`config.mk`:
```
export PLATFORM = sky130hd
export DESIGN_NAME = chunked_ripple_adder
export DESIGN_NICKNAME = d
export VERILOG_FILES = /design/src/rtl/adder_pkg.sv /design/src/rtl/adder_chunk.sv /design/src/rtl/chunked_ripple_adder.sv
export SDC_FILE = /design/constraint.sdc
export NUM_CORES = 1
export LEC_CHECK = 0
export CORE_MARGIN = 1.5
export CORE_UTILIZATION = 30
export CTS_BUF_LIST = sky130_fd_sc_hd__clkbuf_16
export DETAILED_ROUTE_END_ITERATION = 10
export PLACE_DENSITY = 0.52
export SYNTH_ARGS = -nofsm -noshare
export SYNTH_HDL_FRONTEND = slang
export SYNTH_SLANG_ARGS = --single-unit
export TNS_END_PERCENT = 30
```
`constraint.sdc`:
```
create_clock -name clk -period 2.7 [get_ports clk]
set_input_delay 0.81 -clock clk [delete_from_list [all_inputs] [get_ports clk]]
set_output_delay 0.81 -clock clk [all_outputs]
set_load 0.01 [all_outputs]
```
`src/rtl/adder_pkg.sv`:
```
// adder_pkg: shared FSM encoding and sizing helper for the chunked ripple adder
package adder_pkg;

  typedef enum logic [1:0] {
    IDLE = 2'd0,
    BUSY = 2'd1,
    DONE = 2'd2
  } state_t;

  // One spare bit so the chunk index never wraps inside an operation
  function automatic int cnt_width(input int n);
    return $clog2(n) + 1;
  endfunction

endpackage

```
`src/rtl/adder_chunk.sv`:
```
// adder_chunk: combinational CHUNK-bit ripple of full-adder cells
module adder_chunk #(
  parameter int CHUNK = 4
) (
  input  logic [CHUNK-1:0] a,
  input  logic [CHUNK-1:0] b,
  input  logic             cin,
  output logic [CHUNK-1:0] sum,
  output logic             cout,
  output logic             cmsb
);

  logic [CHUNK:0] c;

  assign c[0] = cin;

  for (genvar i = 0; i < CHUNK; i++) begin : g_fa
    assign sum[i]  = a[i] ^ b[i] ^ c[i];
    assign c[i+1]  = (a[i] & b[i]) | (c[i] & (a[i] ^ b[i]));
  end

  assign cout = c[CHUNK];
  assign cmsb = c[CHUNK-1];

endmodule

```
`src/rtl/chunked_ripple_adder.sv`:
```
// chunked_ripple_adder: multi-cycle adder/subtractor summing CHUNK bits per clock
module chunked_ripple_adder
  import adder_pkg::*;
#(
  parameter int WIDTH = 16,
  parameter int CHUNK = 4
) (
  input  logic             clk,
  input  logic             reset,
  input  logic             in_valid,
  output logic             in_ready,
  input  logic [WIDTH-1:0] left,
  input  logic [WIDTH-1:0] right,
  input  logic             carry_in,
  input  logic             subtract,
  output logic             out_valid,
  input  logic             out_ready,
  output logic [WIDTH-1:0] sum,
  output logic             carry_out,
  output logic             overflow
);

  localparam int NUM_CHUNKS = WIDTH / CHUNK;
  localparam int KW = cnt_width(NUM_CHUNKS);

  if (WIDTH < 1 || CHUNK < 1 || WIDTH % CHUNK != 0) begin : g_bad_params
    $error("chunked_ripple_adder: CHUNK must divide WIDTH and WIDTH must be >= 1");
  end

  state_t               state;
  logic [WIDTH-1:0]     a_reg;
  logic [WIDTH-1:0]     b_reg;
  logic                 carry_reg;
  logic [KW-1:0]        k;
  logic [CHUNK-1:0]     chunk_sum;
  logic                 chunk_cout;
  logic                 chunk_cmsb;
  logic [WIDTH+CHUNK-1:0] sum_next;

  // Operands shift down one chunk per cycle, so the active chunk is always
  // the low slice; results shift in from the top and land in place after
  // the final chunk.
  adder_chunk #(.CHUNK(CHUNK)) u_chunk (
    .a    (a_reg[CHUNK-1:0]),
    .b    (b_reg[CHUNK-1:0]),
    .cin  (carry_reg),
    .sum  (chunk_sum),
    .cout (chunk_cout),
    .cmsb (chunk_cmsb)
  );

  assign sum_next  = {chunk_sum, sum};
  assign in_ready  = (state == IDLE) && !reset;
  assign out_valid = (state == DONE);

  // Handshake FSM, operand/carry shifting and result latching
  always_ff @(posedge clk) begin
    if (reset) begin
      state     <= IDLE;
      sum       <= '0;
      carry_out <= 1'b0;
      overflow  <= 1'b0;
      carry_reg <= 1'b0;
      k         <= '0;
    end else begin
      case (state)
        IDLE: if (in_valid) begin
          a_reg     <= left;
          b_reg     <= subtract ? ~right : right;
          carry_reg <= carry_in;
          k         <= '0;
          state     <= BUSY;
        end
        BUSY: begin
          sum       <= sum_next[WIDTH+CHUNK-1:CHUNK];
          a_reg     <= a_reg >> CHUNK;
          b_reg     <= b_reg >> CHUNK;
          carry_reg <= chunk_cout;
          k         <= k + 1'b1;
          if (k == KW'(NUM_CHUNKS - 1)) begin
            carry_out <= chunk_cout;
            overflow  <= chunk_cout ^ chunk_cmsb;
            state     <= DONE;
          end
        end
        DONE: if (out_ready) state <= IDLE;
        default: state <= IDLE;
      endcase
    end
  end

endmodule

```
==> results of run 1 <==
tightest hold or removal path, stage by stage (launching register included):
cell and delay (ns):
dfxtp_1 0.31, nand2_1 0.05, a21oi_1 0.05
synthesized netlist by cell type:
cell type  instances  area share (%)
o31ai_1            1            0.31
nor3_1             1            0.21
buf_2              6             1.2
nor2_1             9             1.4
ha_1               2             1.0
and2_1             4             1.0
nand3b_1           1            0.31
nand2b_1           3            0.77
nand2_1           78              12
buf_4              2            0.62
inv_1              9             1.4
or3_1              2            0.51
a211oi_1           3            0.92
o21ai_0           13             2.7
xnor2_1           17             6.1
nor4b_1            1            0.36
edfxtp_1          32              39
a221oi_2           1            0.62
clkbuf_2           1            0.21
a21oi_1           19             3.9
a311oi_1           1            0.36
fa_1               4             3.3
clkbuf_1           6            0.92
nor2b_1            2            0.51
dfxtp_1           24              20
nand3_1            1            0.21
power by group:
| group | switching [uW] | internal (uW) | leakage, uW |
|---|---|---|---|
| clock network | 289 | 436 | 0.0000814 |
| registers | 23.1 | 968 | 0.000504 |
| logic | 124 | 137 | 0.000615 |
routing by layer:
| layer | wire length [um] | GRT usage (%) | part of all wire, % | vias up |
|---|---|---|---|---|
| li1 | - | - | - | 903 |
| met1 | 2109 | 14.37 | 48 | 781 |
| met2 | 1992 | 16.24 | 45 | 56 |
| met3 | 254 | 3.252 | 5.8 | 7 |
| met4 | 52 | 3.030 | 1.2 | 0 |
| met5 | 0 | 0 | 0 | - |
cells by family after synthesis:
group           after synthesis  synth area share [%]
compound gates               38                 8.778
flops                        56                 59.14
buf+inv                      24                 4.363
simple gates                102                 17.30
xor+xnor                     17                 6.109
fa+ha+maj                     6                 4.312
timing repair:
| item | CTS | global route |
|---|---|---|
| hold buffers | 0 | 0 |
| endpoints found under the setup margin | 1 | 0 |
| hold endpoints to repair | 0 | 0 |
| gates resized for setup | 1 | 0 |
stage by stage:
step                area [um^2]  TNS [ns]  hold WS, ns  power, uW
floorplan                  2437         0       0.4435       1157
global placement           3141  -0.08704       0.4441       1274
detailed placement         3141  -0.07872       0.4473       1279
CTS                        3307         0       0.4570       2006
global route               3307         0       0.4727       2071
finish                     3307         0       0.4541       1977
worst paths after layout:
path / endpoint / slack, ns / depth (start not counted)
worst max-delay path: in_ready / 0.22 / 3
worst min-delay path: sum[3] / 0.45 / 2
worst max register to register: overflow / 0.45 / 10
worst min register to register: sum[3] / 0.45 / 2
area by class of cell:
| class | count | share of cell area [%] |
|---|---|---|
| multi-input cells | 163 | 27.13 |
| well taps | 102 | 3.859 |
| flip-flops and latches | 56 | 43.59 |
| clock buffers | 5 | 3.784 |
| clock inverters | 3 | 1.286 |
| repair buffers | 63 | 19.33 |
| inverters | 9 | 1.022 |
==> run summary, run 1 <==
H-tree levels: 2
Pre-CTS setup slack: -0.07872 ns
I/O pin total: 58
DR WL/cell: 11.00 um
Area growth syn-to-layout: 35.68%
GR Util All Layers: 10.58%
Final ANT Viol Nets: 0
Fin nets: 342
I/O Buffers: 57
WL final: 4.409 mm
Pwr dens: 597.9 mW/mm^2
Commonest non-fill, non-tap cell in the layout: nand2_1
RSZ-0062 raised after global routing: false
Grt ovf: 0
CP required: 1.89 ns
Outcome: finished, final reports clean
Root Buffer: clkbuf_16
Setup violations, final: 0
Core area: 0.007807 mm^2
Min Tclk post-route: 2.477 ns
Critical-path cell list: clkdlybuf4s50_1 -> nor3_1 -> dlygate4sd2_1
Register Area: 0.001441 mm^2
Die X: 93.14 um
Setup WS post-layout: 0.2234 ns
Period Utilization, post-route: 91.73%
Max stage delay cell, worst path: clkdlybuf4s50_1
Global-route wire length before repair: 7.217 mm
Crit Path Class: input pin to output pin
Worst vdd ir: 0.2785 mV
Synthesized area: 0.002437 mm^2
DR vias: 1747
Ys Warns: 0
Arr. time, crit path: 1.67 ns
Max Cap Violations: 0
Crit. Startpoint: reset
Vias per cell: 4.357
CTS buffer count: 5
Post-DP HPWL: 2.978 mm
Mapped Nets: 287
Fillers: 783
Largest net degree at the start of global routing: 65
#FFs+latches synth: 56
Most frequent cells in the layout: nand2_1 (78), clkdlybuf4s50_1 (56), edfxtp_1 (32)
CP Capture Type: output pin
Fin. max-slew vios: 0
Sequential fraction of the synthesis area: 59.14%
CTS sink cnt: 56
Inst Count DP: 393
Mapped Cells: 243
Die area: 0.008674 mm^2
Final core utilization: 42.36%
F_max: 0.4038 GHz
Crit path max fanout: 2
CP bufs+invs: 2
DRT iter0 DRCs: 42
Gpl congestion: 0.6450
Unique masters post-synth: 26
Starting Density: 31.22%
Hold Vio Cnt, Final: 0
# DRC: 0
Chip height: 93.14 um
Synthesized area per cell: 10.03 um^2
Clk_lat worst skew: 0.29 ns
Cell Rows: 32
Worst-path clk slew: 0.07 ns
Hold_sp: sum[3]
Worst Setup Start Kind: input pin
Vias in the first global route: 1571
Finished Layout Cells: 401
Crit path max-delay family: buffers and inverters
Rel. slew slack: 60.18%
Static leakage: 0.001200 uW
CTS tree: built
First-pass DRT Iterations: 4
Ratio of cells with drive above 1 in the final layout: 5.017%
Critical Path Max Stage Delay: 0.44 ns
Initial antenna violation count: 0
Hold Crit Class: flop to flop
Layout Skew: 0.006641 ns
Buffer count from post-CTS setup fixing: 0
Area occupied by multi-input gates: 897.1 um^2
CTS Buffer Depth: 2
Worst R2R Start: a_reg[0]
N_diodes: 0
Slew @ Worst Pin: 0.5974 ns
(Power assumes the default switching activity.)
==> run 2, diff against run 1 <==
--- a/config.mk
+++ b/config.mk
@@ -8,6 +8,7 @@
 export CORE_MARGIN = 1.5
 export CORE_UTILIZATION = 30
 export CTS_BUF_LIST = sky130_fd_sc_hd__clkbuf_16
+export CTS_CLUSTER_DIAMETER = 60
 export DETAILED_ROUTE_END_ITERATION = 10
 export PLACE_DENSITY = 0.52
 export SYNTH_ARGS = -nofsm -noshare
==> results of run 2 <==
No change in the layout: final DEF, timing and power equal those of run 1.
==> RTL change: new RTL, settings of run 2 <==
`CHUNK` is set to 4 in 2 places; all go to 8.
--- a/src/rtl/adder_chunk.sv
+++ b/src/rtl/adder_chunk.sv
@@ -1,5 +1,5 @@
 // adder_chunk: combinational CHUNK-bit ripple of full-adder cells
 module adder_chunk #(
-  parameter int CHUNK = 4
+  parameter int CHUNK = 8
 ) (
   input  logic [CHUNK-1:0] a,
--- a/src/rtl/chunked_ripple_adder.sv
+++ b/src/rtl/chunked_ripple_adder.sv
@@ -4,5 +4,5 @@
 #(
   parameter int WIDTH = 16,
-  parameter int CHUNK = 4
+  parameter int CHUNK = 8
 ) (
   input  logic             clk,
Behaviour: not the same (a bounded check fails within 4 cycles, from zero or initial values and one cycle with reset high).
==> RTL change against run 2 <==
  * The run now ends with setup timing left
  * Sequential cell count shrank 1
  * Total power down 0.32%
  * Synthesized area down 0.41%
  * Final area grew 0.34%
  * Wire length shrank 0.20%
  * Setup slack got worse by 1100 ps
  * Maximum frequency shrank 30%
  * Count of clock-buffer cells in the layout unchanged
  * Critical path depth increased by 9
  * Largest cell class unchanged
  * Highest routed layer unchanged
==> RTL change: results (changes against run 2) <==
stage;metric;value;unit;change
run_status;outcome;finished, violations left;;
run_status;violations;setup timing;;
yosys;ys_seq_area_frac;0.586;;-0.00581
detailed_routing;wl_per_cell;11.3;um;+2.3%
pwr;leakagePower;1.19;nW;-1.2%
placed_design;dp.cells;383;;-2.5%
critical_path;cpPeakStageDelay;420;ps;-20 ps
global_route;grtUsageMet1;0.145;;+0.00119
global_route;met2_usage;0.174;;+0.0116
yosys;synth-compound-area-share;0.0778;;-0.00995
clock_tree;numCtsBuffers;5;;unchanged
placed_design;gp_congestion;0.677;;+4.9%
global_route;grt_pass1_vias;1586;;+0.95%
yosys;synthTopCellsByArea;edfxtp_1 40%, dfxtp_1 19%, nand2_1 9.4%;;
critical_path;cp_top_family;adder cells;;
global_route;met3_usage;0.0304;;-0.00214
yosys;ys_types;25;;-3.8%
cells_and_area;drive_gt1_frac;0.100;;+0.0502
placed_design;place_area;3150;sq um;+0.32%
pwr;irDropWorstVdd;0.252;mV;-9.4%
yosys;synth_commonest_cells;61 x nand2_1, 32 x edfxtp_1, 23 x dfxtp_1;;
sta;finClkSkew;5.19;ps;-1.45 ps
placed_design;pre_cts_ws;-929;ps;-850 ps
global_route;grt_pass1_wl;7390;um;+2.4%
detailed_routing;drtIter0Drc;73;;+74%
placed_design;dp_hpwl;3100;um;+3.9%
sta;fin_ws;-833;ps;-1060 ps
critical_path;arrival;3740;ps;+2070 ps
yosys;synthesis.nets;276;;-3.8%
global_route;antenna_found_initial;0;;unchanged
sta;fin_tns_setup;-3650;ps;-3650 ps
critical_path;slowest_stage;fa_2;;
yosys;synth-adder-area-share;0.0711;;+0.0280
cells_and_area;final_cells;391;;-2.5%
sta;tightestPinTransition;517;ps;-80.3 ps
yosys;syn_inst;229;;-5.8%
cells_and_area;layout.nets;335;;-2.0%
global_route;grtUsageTotal;0.111;;+0.00510
detailed_routing;via_per_inst;4.14;;-4.9%
sta;setup_viol;6;;+6
yosys;synth_xor_area_frac;0.0613;;+0.000252
RTL change: worst paths after layout:
path                            slack, ps       to  cells after the start  startpoint
worst max register to register       -830  sum[15]                     12    a_reg[0]
worst min register to register        450   sum[5]                      2      sum[5]
worst max-delay path                 -830  sum[15]                     12    a_reg[0]
worst min-delay path                  450   sum[5]                      2      sum[5]
RTL change: what timing repair did:
action	4_1_cts	5_1_grt
gates cloned	0	0
pin swaps	2	0
setup endpoints to repair	7	6
gates resized for setup	9	2
RTL change: area by class of cell:
type | instances | area [sq um]
Fill cell | 772 | 4450
Sequential cell | 55 | 1420
Multi-Input combinational cell | 152 | 952
Timing Repair Buffer | 65 | 646
Tap cell | 102 | 128
Clock buffer | 5 | 125
Inverter | 9 | 33.8
Clock inverter | 3 | 12.5
RTL change: logic make-up (layout without fill, tap and decap cells):
| group | Yosys count | count (layout) |
|---|---|---|
| compound gates | 34 | 34 |
| xor+xnor | 17 | 17 |
| fa+ha+maj | 9 | 9 |
| buf+inv | 22 | 82 |
| flops | 55 | 55 |
| simple gates | 92 | 92 |
RTL change: metal layers:
layer | vias up | part of all wire
met5 | - | 0
met4 | 0 | 0.014
met3 | 7 | 0.054
met2 | 51 | 0.44
met1 | 698 | 0.49
li1 | 864 | -
RTL change: power by group:
group	internal (mW)	leakage (nW)	switching (mW)
Sequential	0.971	0.496	0.0361
Clock	0.336	0.0724	0.265
Combinational	0.195	0.617	0.169
Total	1.50	1.19	0.470
RTL change: worst min-delay path: cells and delay by family, from the launching register on:
| kind | cells | cell delay, ps |
|---|---|---|
| and+or+nand+nor | 1 | 50 |
| AOI/OAI and AO/OA | 1 | 50 |
| DFF | 1 | 310 |
